--- config.mk ---
export PLATFORM = sky130hd
export DESIGN_NAME = pid_mac_sequencer
export DESIGN_NICKNAME = d
export VERILOG_FILES = /design/src/rtl/pid_mac_pkg.sv /design/src/rtl/fx_mul_shift.sv /design/src/rtl/pid_mac_sequencer.sv
export SDC_FILE = /design/constraint.sdc
export NUM_CORES = 2
export LEC_CHECK = 0
export BUFFER_PORTS_ARGS = -buffer_cell sky130_fd_sc_hd__buf_2
export CORE_MARGIN = 3
export CORE_UTILIZATION = 40
export DETAILED_ROUTE_END_ITERATION = 10
export SETUP_SLACK_MARGIN = 0.1
export SLEW_MARGIN = 20
export SYNTH_ARGS = -nofsm -noshare
export SYNTH_HDL_FRONTEND = slang
export SYNTH_HIERARCHICAL = 1
export SYNTH_SLANG_ARGS = --single-unit
--- constraint.sdc ---
create_clock -name clk -period 18.5 [get_ports clk]
set_input_delay 3.7 -clock clk [delete_from_list [all_inputs] [get_ports clk]]
set_output_delay 3.7 -clock clk [all_outputs]
set_load 0.02 [all_outputs]
--- src/rtl/pid_mac_pkg.sv ---
// Shared state type, default widths, MAC step indices and output clamp
// for the time-multiplexed fan PID sequencer.
package pid_mac_pkg;

    typedef enum logic [1:0] {
        IDLE = 2'd0,
        MAC  = 2'd1,
        SAT  = 2'd2
    } state_t;

    localparam int DEF_REG_BITWIDTH  = 35;
    localparam int DEF_FRAC_BITWIDTH = 30;
    localparam int DEF_ERR_BITWIDTH  = 9;
    localparam int DEF_OUT_BITWIDTH  = 8;

    localparam int STEP_BITWIDTH = 3;

    localparam logic [STEP_BITWIDTH-1:0] STEP_B2 = 3'd0;
    localparam logic [STEP_BITWIDTH-1:0] STEP_B1 = 3'd1;
    localparam logic [STEP_BITWIDTH-1:0] STEP_B0 = 3'd2;
    localparam logic [STEP_BITWIDTH-1:0] STEP_A1 = 3'd3;
    localparam logic [STEP_BITWIDTH-1:0] STEP_A0 = 3'd4;

    // Clamp a signed integer part into the PWM duty range 0 .. 2^out_bits-1.
    function automatic longint sat_limit(input longint int_part, input int out_bits);
        longint max_v;
        longint result;
        max_v = (longint'(1) <<< out_bits) - longint'(1);
        if (int_part < longint'(0)) begin
            result = longint'(0);
        end else if (int_part > max_v) begin
            result = max_v;
        end else begin
            result = int_part;
        end
        return result;
    endfunction

endpackage

--- src/rtl/fx_mul_shift.sv ---
// Single shared signed multiplier: full-width product, then arithmetic
// shift right by the fractional width (rounds toward minus infinity).
module fx_mul_shift
    import pid_mac_pkg::*;
#(
    parameter int A_BITWIDTH    = DEF_REG_BITWIDTH,
    parameter int B_BITWIDTH    = DEF_REG_BITWIDTH,
    parameter int FRAC_BITWIDTH = DEF_FRAC_BITWIDTH,
    parameter int P_BITWIDTH    = A_BITWIDTH + B_BITWIDTH - FRAC_BITWIDTH
) (
    input  logic signed [A_BITWIDTH-1:0] a,
    input  logic signed [B_BITWIDTH-1:0] b,
    output logic signed [P_BITWIDTH-1:0] p
);

    logic signed [A_BITWIDTH+B_BITWIDTH-1:0] full;

    assign full = a * b;
    // Dropped top bits are sign copies for any in-range operand pair.
    assign p    = P_BITWIDTH'(full >>> FRAC_BITWIDTH);

endmodule

--- src/rtl/pid_mac_sequencer.sv ---
// Fan PID difference equation evaluated one term per cycle on a single
// shared multiplier, with e/y history, output clamp and valid strobe.
module pid_mac_sequencer
    import pid_mac_pkg::*;
#(
    parameter int REG_BITWIDTH  = DEF_REG_BITWIDTH,
    parameter int FRAC_BITWIDTH = DEF_FRAC_BITWIDTH,
    parameter int ERR_BITWIDTH  = DEF_ERR_BITWIDTH,
    parameter int OUT_BITWIDTH  = DEF_OUT_BITWIDTH
) (
    input  logic                           clk,
    input  logic                           rst_n,
    input  logic                           start_i,
    input  logic                           clear_i,
    input  logic signed [ERR_BITWIDTH-1:0] err_i,
    input  logic signed [REG_BITWIDTH-1:0] b2_i,
    input  logic signed [REG_BITWIDTH-1:0] b1_i,
    input  logic signed [REG_BITWIDTH-1:0] b0_i,
    input  logic signed [REG_BITWIDTH-1:0] a1_i,
    input  logic signed [REG_BITWIDTH-1:0] a0_i,
    output logic        [OUT_BITWIDTH-1:0] y_o,
    output logic                           valid_o,
    output logic                           busy_o,
    output logic                           overrun_o
);

    // History words hold the full integer range of err_i and of the clamped
    // output above the binary point, so e0 and y1 never wrap.
    localparam int INT_BITWIDTH  = (ERR_BITWIDTH > OUT_BITWIDTH) ? ERR_BITWIDTH
                                                                 : OUT_BITWIDTH + 1;
    localparam int HIST_BITWIDTH = INT_BITWIDTH + FRAC_BITWIDTH;
    localparam int PROD_BITWIDTH = REG_BITWIDTH + HIST_BITWIDTH - FRAC_BITWIDTH;
    localparam int ACC_BITWIDTH  = PROD_BITWIDTH + 3;

    state_t                            state;
    state_t                            state_nxt;
    logic        [STEP_BITWIDTH-1:0]   step;

    logic signed [HIST_BITWIDTH-1:0]   e0;
    logic signed [HIST_BITWIDTH-1:0]   e1;
    logic signed [HIST_BITWIDTH-1:0]   e2;
    logic signed [HIST_BITWIDTH-1:0]   y1;
    logic signed [HIST_BITWIDTH-1:0]   y2;
    logic signed [ACC_BITWIDTH-1:0]    acc;

    logic signed [REG_BITWIDTH-1:0]    coef_sel;
    logic signed [HIST_BITWIDTH-1:0]   hist_sel;
    logic                              subtract;
    logic signed [PROD_BITWIDTH-1:0]   prod;
    logic        [OUT_BITWIDTH-1:0]    y_sat;

    // NOTE: this design resets synchronously; rst_n is sampled only on clk.
    always_ff @(posedge clk) begin
        if (!rst_n) begin
            state <= IDLE;
        end else begin
            state <= state_nxt;
        end
    end

    // NOTE: every output of a combinational block gets a default first, so no
    // path leaves it unassigned and no latch is inferred.
    always_comb begin
        state_nxt = state;
        if (clear_i) begin
            state_nxt = IDLE;
        end else begin
            unique case (state)
                IDLE:    if (start_i) state_nxt = MAC;
                MAC:     if (step == STEP_A0) state_nxt = SAT;
                SAT:     state_nxt = IDLE;
                default: state_nxt = IDLE;
            endcase
        end
    end

    // Operand mux feeding the one multiplier; a-terms are subtracted.
    always_comb begin
        coef_sel = b2_i;
        hist_sel = e0;
        subtract = 1'b0;
        case (step)
            STEP_B1: begin
                coef_sel = b1_i;
                hist_sel = e1;
            end
            STEP_B0: begin
                coef_sel = b0_i;
                hist_sel = e2;
            end
            STEP_A1: begin
                coef_sel = a1_i;
                hist_sel = y1;
                subtract = 1'b1;
            end
            STEP_A0: begin
                coef_sel = a0_i;
                hist_sel = y2;
                subtract = 1'b1;
            end
            default: ;
        endcase
    end

    fx_mul_shift #(
        .A_BITWIDTH    (REG_BITWIDTH),
        .B_BITWIDTH    (HIST_BITWIDTH),
        .FRAC_BITWIDTH (FRAC_BITWIDTH),
        .P_BITWIDTH    (PROD_BITWIDTH)
    ) u_mul (
        .a (coef_sel),
        .b (hist_sel),
        .p (prod)
    );

    assign y_sat  = OUT_BITWIDTH'(sat_limit(longint'(acc >>> FRAC_BITWIDTH), OUT_BITWIDTH));
    assign busy_o = (state != IDLE);

    // NOTE: all sequential state uses non-blocking assignments so every
    // register samples the values from before this edge.
    always_ff @(posedge clk) begin
        if (!rst_n) begin
            step      <= STEP_B2;
            e0        <= '0;
            e1        <= '0;
            e2        <= '0;
            y1        <= '0;
            y2        <= '0;
            acc       <= '0;
            y_o       <= '0;
            valid_o   <= 1'b0;
            overrun_o <= 1'b0;
        end else begin
            valid_o   <= 1'b0;
            overrun_o <= 1'b0;
            if (clear_i) begin
                step <= STEP_B2;
                e0   <= '0;
                e1   <= '0;
                e2   <= '0;
                y1   <= '0;
                y2   <= '0;
                acc  <= '0;
            end else begin
                unique case (state)
                    IDLE: begin
                        if (start_i) begin
                            e0   <= HIST_BITWIDTH'(err_i) <<< FRAC_BITWIDTH;
                            acc  <= '0;
                            step <= STEP_B2;
                        end
                    end
                    MAC: begin
                        overrun_o <= start_i;
                        acc  <= subtract ? acc - ACC_BITWIDTH'(prod)
                                         : acc + ACC_BITWIDTH'(prod);
                        step <= step + 3'd1;
                    end
                    SAT: begin
                        overrun_o <= start_i;
                        y_o       <= y_sat;
                        valid_o   <= 1'b1;
                        e2        <= e1;
                        e1        <= e0;
                        y2        <= y1;
                        // Feed back the clamped value so no overshoot is stored.
                        y1        <= {{(HIST_BITWIDTH - OUT_BITWIDTH){1'b0}}, y_sat}
                                     <<< FRAC_BITWIDTH;
                    end
                    default: ;
                endcase
            end
        end
    end

endmodule

**Word level (Yosys, flattened, before mapping)**

Index checks and enable logic that the tools add are counted.

- Flip-flop bits (word level): 105
- Input bits: 188
- Output and inout port bits: 11
- Logic and storage cells: 53

- $add $sub $neg: 3
- $mul: 1
- $lt $le $gt $ge: 2
- Equal/unequal tests: 8
- Mux-type cells: 14
- Bitwise operators: 3
- Reduce and logical (&&, ||, !) cells: 11

Operator list:

| kind | count |
|---|---|
| $pmux W39 S4 | 1 |
| $pmux W35 S4 | 1 |
| $mux W47 | 2 |
| $pmux W47 S2 | 1 |
| $mul A35 B39 Y74 | 1 |
| $add A47 B44 Y47 | 1 |
| $sub A47 B44 Y47 | 1 |
| $gt A17 B9 Y1 const B | 1 |
| $lt A17 B1 Y1 const B | 1 |
| $mux W8 | 2 |
| $reduce_and A2 Y1 | 4 |
| $eq A3 B2 Y1 const B | 2 |
| $pmux W3 S2 | 1 |
| $reduce_or A2 Y1 | 3 |
| $mux W2 | 2 |
| $ne A2 B2 Y1 const B | 2 |
| $pmux W2 S2 | 1 |
| $reduce_bool A2 Y1 | 2 |
| $add A3 B1 Y3 const B | 1 |
| $eq A3 B1 Y1 const B | 1 |
| $eq A3 B3 Y1 const B | 1 |
| $mux W3 | 1 |
| $not A1 Y1 | 3 |
| $reduce_or A3 Y1 | 1 |
| 4 further kinds | 5 |

**Logic depth before layout (Yosys ltp)**

- Depth after elaboration: 6
- Depth in mapped cells: 60
- Depth with buffers taken out: 54

**Cells and area by module**

The synthesis kept the hierarchy.

By module, submodules not included:

| module | times used | cells each | area each (sq um) | seq. area each (sq um) |
|---|---|---|---|---|
| fx_mul_shift | 1 | 5034 | 46388.2 | 0.0 |
| pid_mac_sequencer | 1 | 1151 | 8670.8 | 2102.0 |

**Worst setup path after synthesis**

Ideal clock, no wire load.

- Kind: input to register
- Start: input port a0_i[8]
- End: register acc[46]
- Library setup time: 0.073 ns
- Data arrival time: 14.264 ns
- Data required time: 18.427 ns
- Setup slack: 4.163 ns
- Cell stages on the path: 39
- Path buffers: 1
- Cell sequence: a22oi_1 -> a31oi_1 -> clkbuf_1 -> nand2_1 -> inv_1 -> fa_1 -> fa_1 -> fa_1 -> fa_1 -> inv_1 -> fa_1 -> fa_1 -> fa_1 -> fa_1 -> inv_1 -> ha_1 -> nand4_1 -> a21oi_1 -> [... 3 more ...] -> o21ba_1 -> o21a_1 -> or2_4 -> o311ai_2 -> or4_1 -> or2_1 -> or3_1 -> o21ai_1 -> xor2_1 -> ha_1 -> a21o_1 -> a21o_1 -> a21o_1 -> nor3_1 -> nor2_1 -> and3_1 -> or4_1 -> o211ai_2

- Cells in the longest elaborated chain, start to end: 5
- Elaborated cells between the ends (all ways): 6
- Classes of those cells: add/sub (2); mul (1); mux (3)

Ends and longest elaborated chain:

| item | RTL line | source |
|---|---|---|
| start, declared | pid_mac_sequencer.sv:20 | `input logic signed [REG_BITWIDTH-1:0] a0_i,` |
| $pmux W35 S4 (*) | pid_mac_sequencer.sv:82 | `case (step)` |
| named net coef_sel[8] | pid_mac_sequencer.sv:46 | `logic signed [REG_BITWIDTH-1:0] coef_sel;` |
| $mul A35 B39 Y74 (*) | fx_mul_shift.sv:18 | `assign full = a * b;` |
| named net prod[35] | pid_mac_sequencer.sv:49 | `logic signed [PROD_BITWIDTH-1:0] prod;` |
| $add A47 B44 Y47 or $sub A47 B44 Y47 (tied branches) | pid_mac_sequencer.sv:156, pid_mac_sequencer.sv:155 |  |
| $mux W47 (*) | pid_mac_sequencer.sv:155 | `acc <= subtract ? acc - ACC_BITWIDTH'(prod)` |
| $pmux W47 S2 (*) | pid_mac_sequencer.sv:145 | `unique case (state)` |
| end signal, assigned | pid_mac_sequencer.sv:155 |  |
| end, declared | pid_mac_sequencer.sv:44 | `logic signed [ACC_BITWIDTH-1:0] acc;` |

The timed path passes the listed nets; every way through them passes the cells marked *.
A chain may end at the register's enable or synchronous reset.

**Worst setup path after layout**

Ends and elaborated chain as after synthesis.

==> flow_results.xml <==
<?xml version="1.0" encoding="UTF-8"?>
<metrics>
  <group name="outcome">
    <metric name="status" unit="">finished, final reports clean</metric>
  </group>
  <group name="worst_hold_path">
    <metric name="worst_hold_path_type" unit="">flop to flop</metric>
    <metric name="worst_hold_path.num_cells" unit="">2</metric>
  </group>
  <group name="timing">
    <metric name="slew_viol_final" unit="">0</metric>
    <metric name="final_period_minus_worst_setup_slack" unit="ns">15.21</metric>
    <metric name="tightest_slew" unit="ns">1.12</metric>
    <metric name="achievable-frequency" unit="MHz">65.8</metric>
    <metric name="worst_case_clock_skew" unit="ns">0.0179</metric>
    <metric name="grt_setup_unrepaired" unit="">no</metric>
    <metric name="post-route-period-util" unit="%">82.2</metric>
    <metric name="setup_violations" unit="">0</metric>
    <metric name="timing.setup.tns" unit="ns">0</metric>
    <metric name="hold_violations_final" unit="">0</metric>
    <metric name="slew-limit-headroom" unit="%">25.1</metric>
  </group>
  <group name="worst_setup_path">
    <metric name="critical_path_required" unit="ns">18.80</metric>
    <metric name="timing.critical_path.slowest_stage_cell" unit="">sky130_fd_sc_hd__fa_1</metric>
    <metric name="crit_path_end_kind" unit="">flop</metric>
    <metric name="max_stage_delay" unit="ns">0.62</metric>
    <metric name="cp_common_cell" unit="">sky130_fd_sc_hd__fa_1</metric>
    <metric name="critical_path.max_fanout" unit="">38</metric>
    <metric name="ff2ff_path_depth" unit="">46</metric>
    <metric name="timing.critical_path.from_type" unit="">primary input</metric>
    <metric name="setup.reg_to_reg.worst_slack" unit="ns">3.49</metric>
    <metric name="worstPathArrival" unit="ns">15.50</metric>
    <metric name="worstSetupPathType" unit="">primary input to flop</metric>
  </group>
  <group name="yosys">
    <metric name="synth.cell_area" unit="um2">55100</metric>
    <metric name="post_synth_inst_count" unit="">6185</metric>
    <metric name="yosysSeqAreaShare" unit="%">3.82</metric>
    <metric name="synth-warning-count" unit="">6</metric>
    <metric name="synthDominantCellAreaShare" unit="%">52.4</metric>
    <metric name="yosys_register_bits" unit="">105</metric>
    <metric name="primary_flip_flop_cell_chosen_by_synthesis_mapping" unit="">sky130_fd_sc_hd__dfxtp_1</metric>
    <metric name="synthesized_area_per_cell" unit="um2">8.90</metric>
    <metric name="synth_cell_types" unit="">89</metric>
    <metric name="synth-edff-count" unit="">0</metric>
    <metric name="fraction_of_synthesis_flops_using_an_asynchronous_set_or_reset_pin" unit="%">0</metric>
    <metric name="yosys-top-cells-area" unit="">sky130_fd_sc_hd__fa_1 (52%), sky130_fd_sc_hd__inv_1 (9.5%), sky130_fd_sc_hd__nand2_1 (6.7%)</metric>
    <metric name="synth_area_leader_cell" unit="">sky130_fd_sc_hd__fa_1</metric>
  </group>
  <group name="detailed_routing">
    <metric name="drc" unit="">0</metric>
    <metric name="drt.antenna.violating_nets" unit="">0</metric>
    <metric name="drtPass1Iterations" unit="">6</metric>
    <metric name="post_drt_wl_per_cell" unit="um">21.5</metric>
    <metric name="via_total_after_detailed_routing" unit="">41867</metric>
    <metric name="vias_per_cell" unit="">5.20</metric>
    <metric name="drt_wl_total" unit="mm">173</metric>
    <metric name="detailedRoute.firstIterationViolations" unit="">2872</metric>
  </group>
  <group name="floorplan">
    <metric name="placementRows" unit="">135</metric>
    <metric name="die_height" unit="um">377</metric>
    <metric name="ios" unit="">199</metric>
    <metric name="die_area" unit="um2">142000</metric>
    <metric name="core_region_area" unit="um2">136000</metric>
    <metric name="die-width" unit="um">377</metric>
    <metric name="initial_core_util" unit="%">40.4</metric>
  </group>
  <group name="cts">
    <metric name="cts_made_buffers" unit="">9</metric>
    <metric name="clock_tree.buffer_depth" unit="">2</metric>
    <metric name="clockRootBuffer" unit="">sky130_fd_sc_hd__clkbuf_16</metric>
    <metric name="tritoncts" unit="">done</metric>
    <metric name="cts_resized" unit="">0</metric>
    <metric name="clk_pin_slew" unit="ns">0.08</metric>
    <metric name="sink_count_of_the_clock_tree" unit="">105</metric>
    <metric name="postCtsHoldBufs" unit="">0</metric>
    <metric name="clock_latency" unit="ns">0.36</metric>
    <metric name="post-cts-setup-buffers" unit="">0</metric>
    <metric name="htree_levels" unit="">3</metric>
  </group>
  <group name="finish">
    <metric name="syn2layout_area_growth" unit="%">7.32</metric>
    <metric name="final_layout_size_suffix_gt1_share" unit="%">6.12</metric>
    <metric name="fin_nets" unit="">8165</metric>
    <metric name="layout_common_cells" unit="">sky130_fd_sc_hd__fa_1 (1440), sky130_fd_sc_hd__inv_1 (1393), sky130_fd_sc_hd__nand2_1 (989)</metric>
    <metric name="layout.cells.most_common" unit="">sky130_fd_sc_hd__fa_1</metric>
    <metric name="fillCellCount" unit="">13454</metric>
  </group>
  <group name="global_route">
    <metric name="grt_max_degree" unit="">72</metric>
    <metric name="groute.layer.met3.usage" unit="%">3.19</metric>
    <metric name="grt_overflow" unit="">0</metric>
    <metric name="grt_pass1_wl" unit="mm">272</metric>
    <metric name="gr-usage-met1" unit="%">32.5</metric>
    <metric name="grt_pass1_vias" unit="">45442</metric>
    <metric name="groute.layer.met2.usage" unit="%">42.9</metric>
    <metric name="busiest_layer" unit="">met2</metric>
    <metric name="groute.usage.overall" unit="%">25.0</metric>
    <metric name="grt_antenna_before_repair" unit="">9</metric>
  </group>
  <group name="placed_design">
    <metric name="port-buffer-count" unit="">198</metric>
    <metric name="finalWeightedCongestion" unit="">0.950</metric>
    <metric name="dp.final_hpwl" unit="mm">138</metric>
  </group>
  <group name="run">
    <metric name="cap_violations" unit="">0</metric>
  </group>
</metrics>
## state kept, by name, summed over array words and instances, names as in the netlist, 3 cells and up
| register | cells |
|---|---|
| y2 | 8 |
| step | 3 |
| e1 | 9 |
| y1 | 8 |
| y_o | 8 |
| e2 | 9 |
| acc | 47 |
| e0 | 9 |
## synthesized netlist by cell type (all sizes together) (13+ instances only)
cell type and number:
a31oi 59, a21o 45, fa 1441, nand2b 21, nor3 33, nor2 219, a22oi 109, inv 1394
and3 13, nand2 990, ha 267, buf 20, o211ai 18, nand4 23, o21bai 22, xnor2 84
dfxtp 105, mux2i 37, o21ai 89, xor2 56, clkbuf 340, nor2b 21, and2 479, a21oi 146
nand3 32
## layer usage
layer	vias to the layer above	share of wire, %
li1	18221	-
met1	21797	40
met2	1506	49
met3	341	6.4
met4	2	4.2
met5	-	0.0069
## final cells by class
class | count | area (um2) | area share [%]
clock inverter | 7 | 82.6 | 0.140
sequential | 105 | 2100 | 3.56
multi-input combinational | 4493 | 47700 | 80.7
inverter | 1394 | 5230 | 8.86
clock buffer | 9 | 225 | 0.381
tap | 1781 | 2230 | 3.77
antenna | 4 | 10.0 | 0.0169
timing repair buffer | 266 | 1540 | 2.60
## final timing paths
check / start / endpoint
worst max-delay path: a0_i[8] / acc[46]
worst min-delay path: y_o[6] / y_o[6]
worst min register to register: y_o[6] / y_o[6]
worst max register to register: step[0] / acc[46]
## stage by stage
stage	std cells	util, %	hold slack [ns]	worst slack [ns]	instance area (um2)
floorplan	6352	-	0.432	4.16	55700
global placement	8039	43.2	0.444	2.75	58800
detailed placement	8039	43.2	0.454	2.80	58800
CTS	8055	43.4	0.466	3.14	59100
global route	8055	43.4	0.492	2.70	59100
finish	8059	43.4	0.462	3.29	59100
## critical path: cells and delay by family
family                   cells  cell delay [ns]
buffers and inverters        7             0.94
AND/OR/NAND/NOR             14             3.43
adder cells (fa/ha/maj)     10             4.96
XOR/XNOR                     2             0.57
AO/OA/AOI/OAI                8             1.84
## cells by family (layout without fill, tap and decap cells)
family,Yosys count,count (layout),synth area share (%)
AOI/OAI and AO/OA,566,566,6.86
muxes,37,37,0.673
and+or+nand+nor,1874,1874,16.0
adders and majority gates,1708,1708,58.5
DFF,105,105,3.82
other,1,172,0.00681
buffers and inverters,1754,1676,12.0
xor gates and xnor gates,140,140,2.23
Power is left out: the tool's default activity adds up to more than one toggle a clock period on the data nets, which glitch-free logic cannot reach.
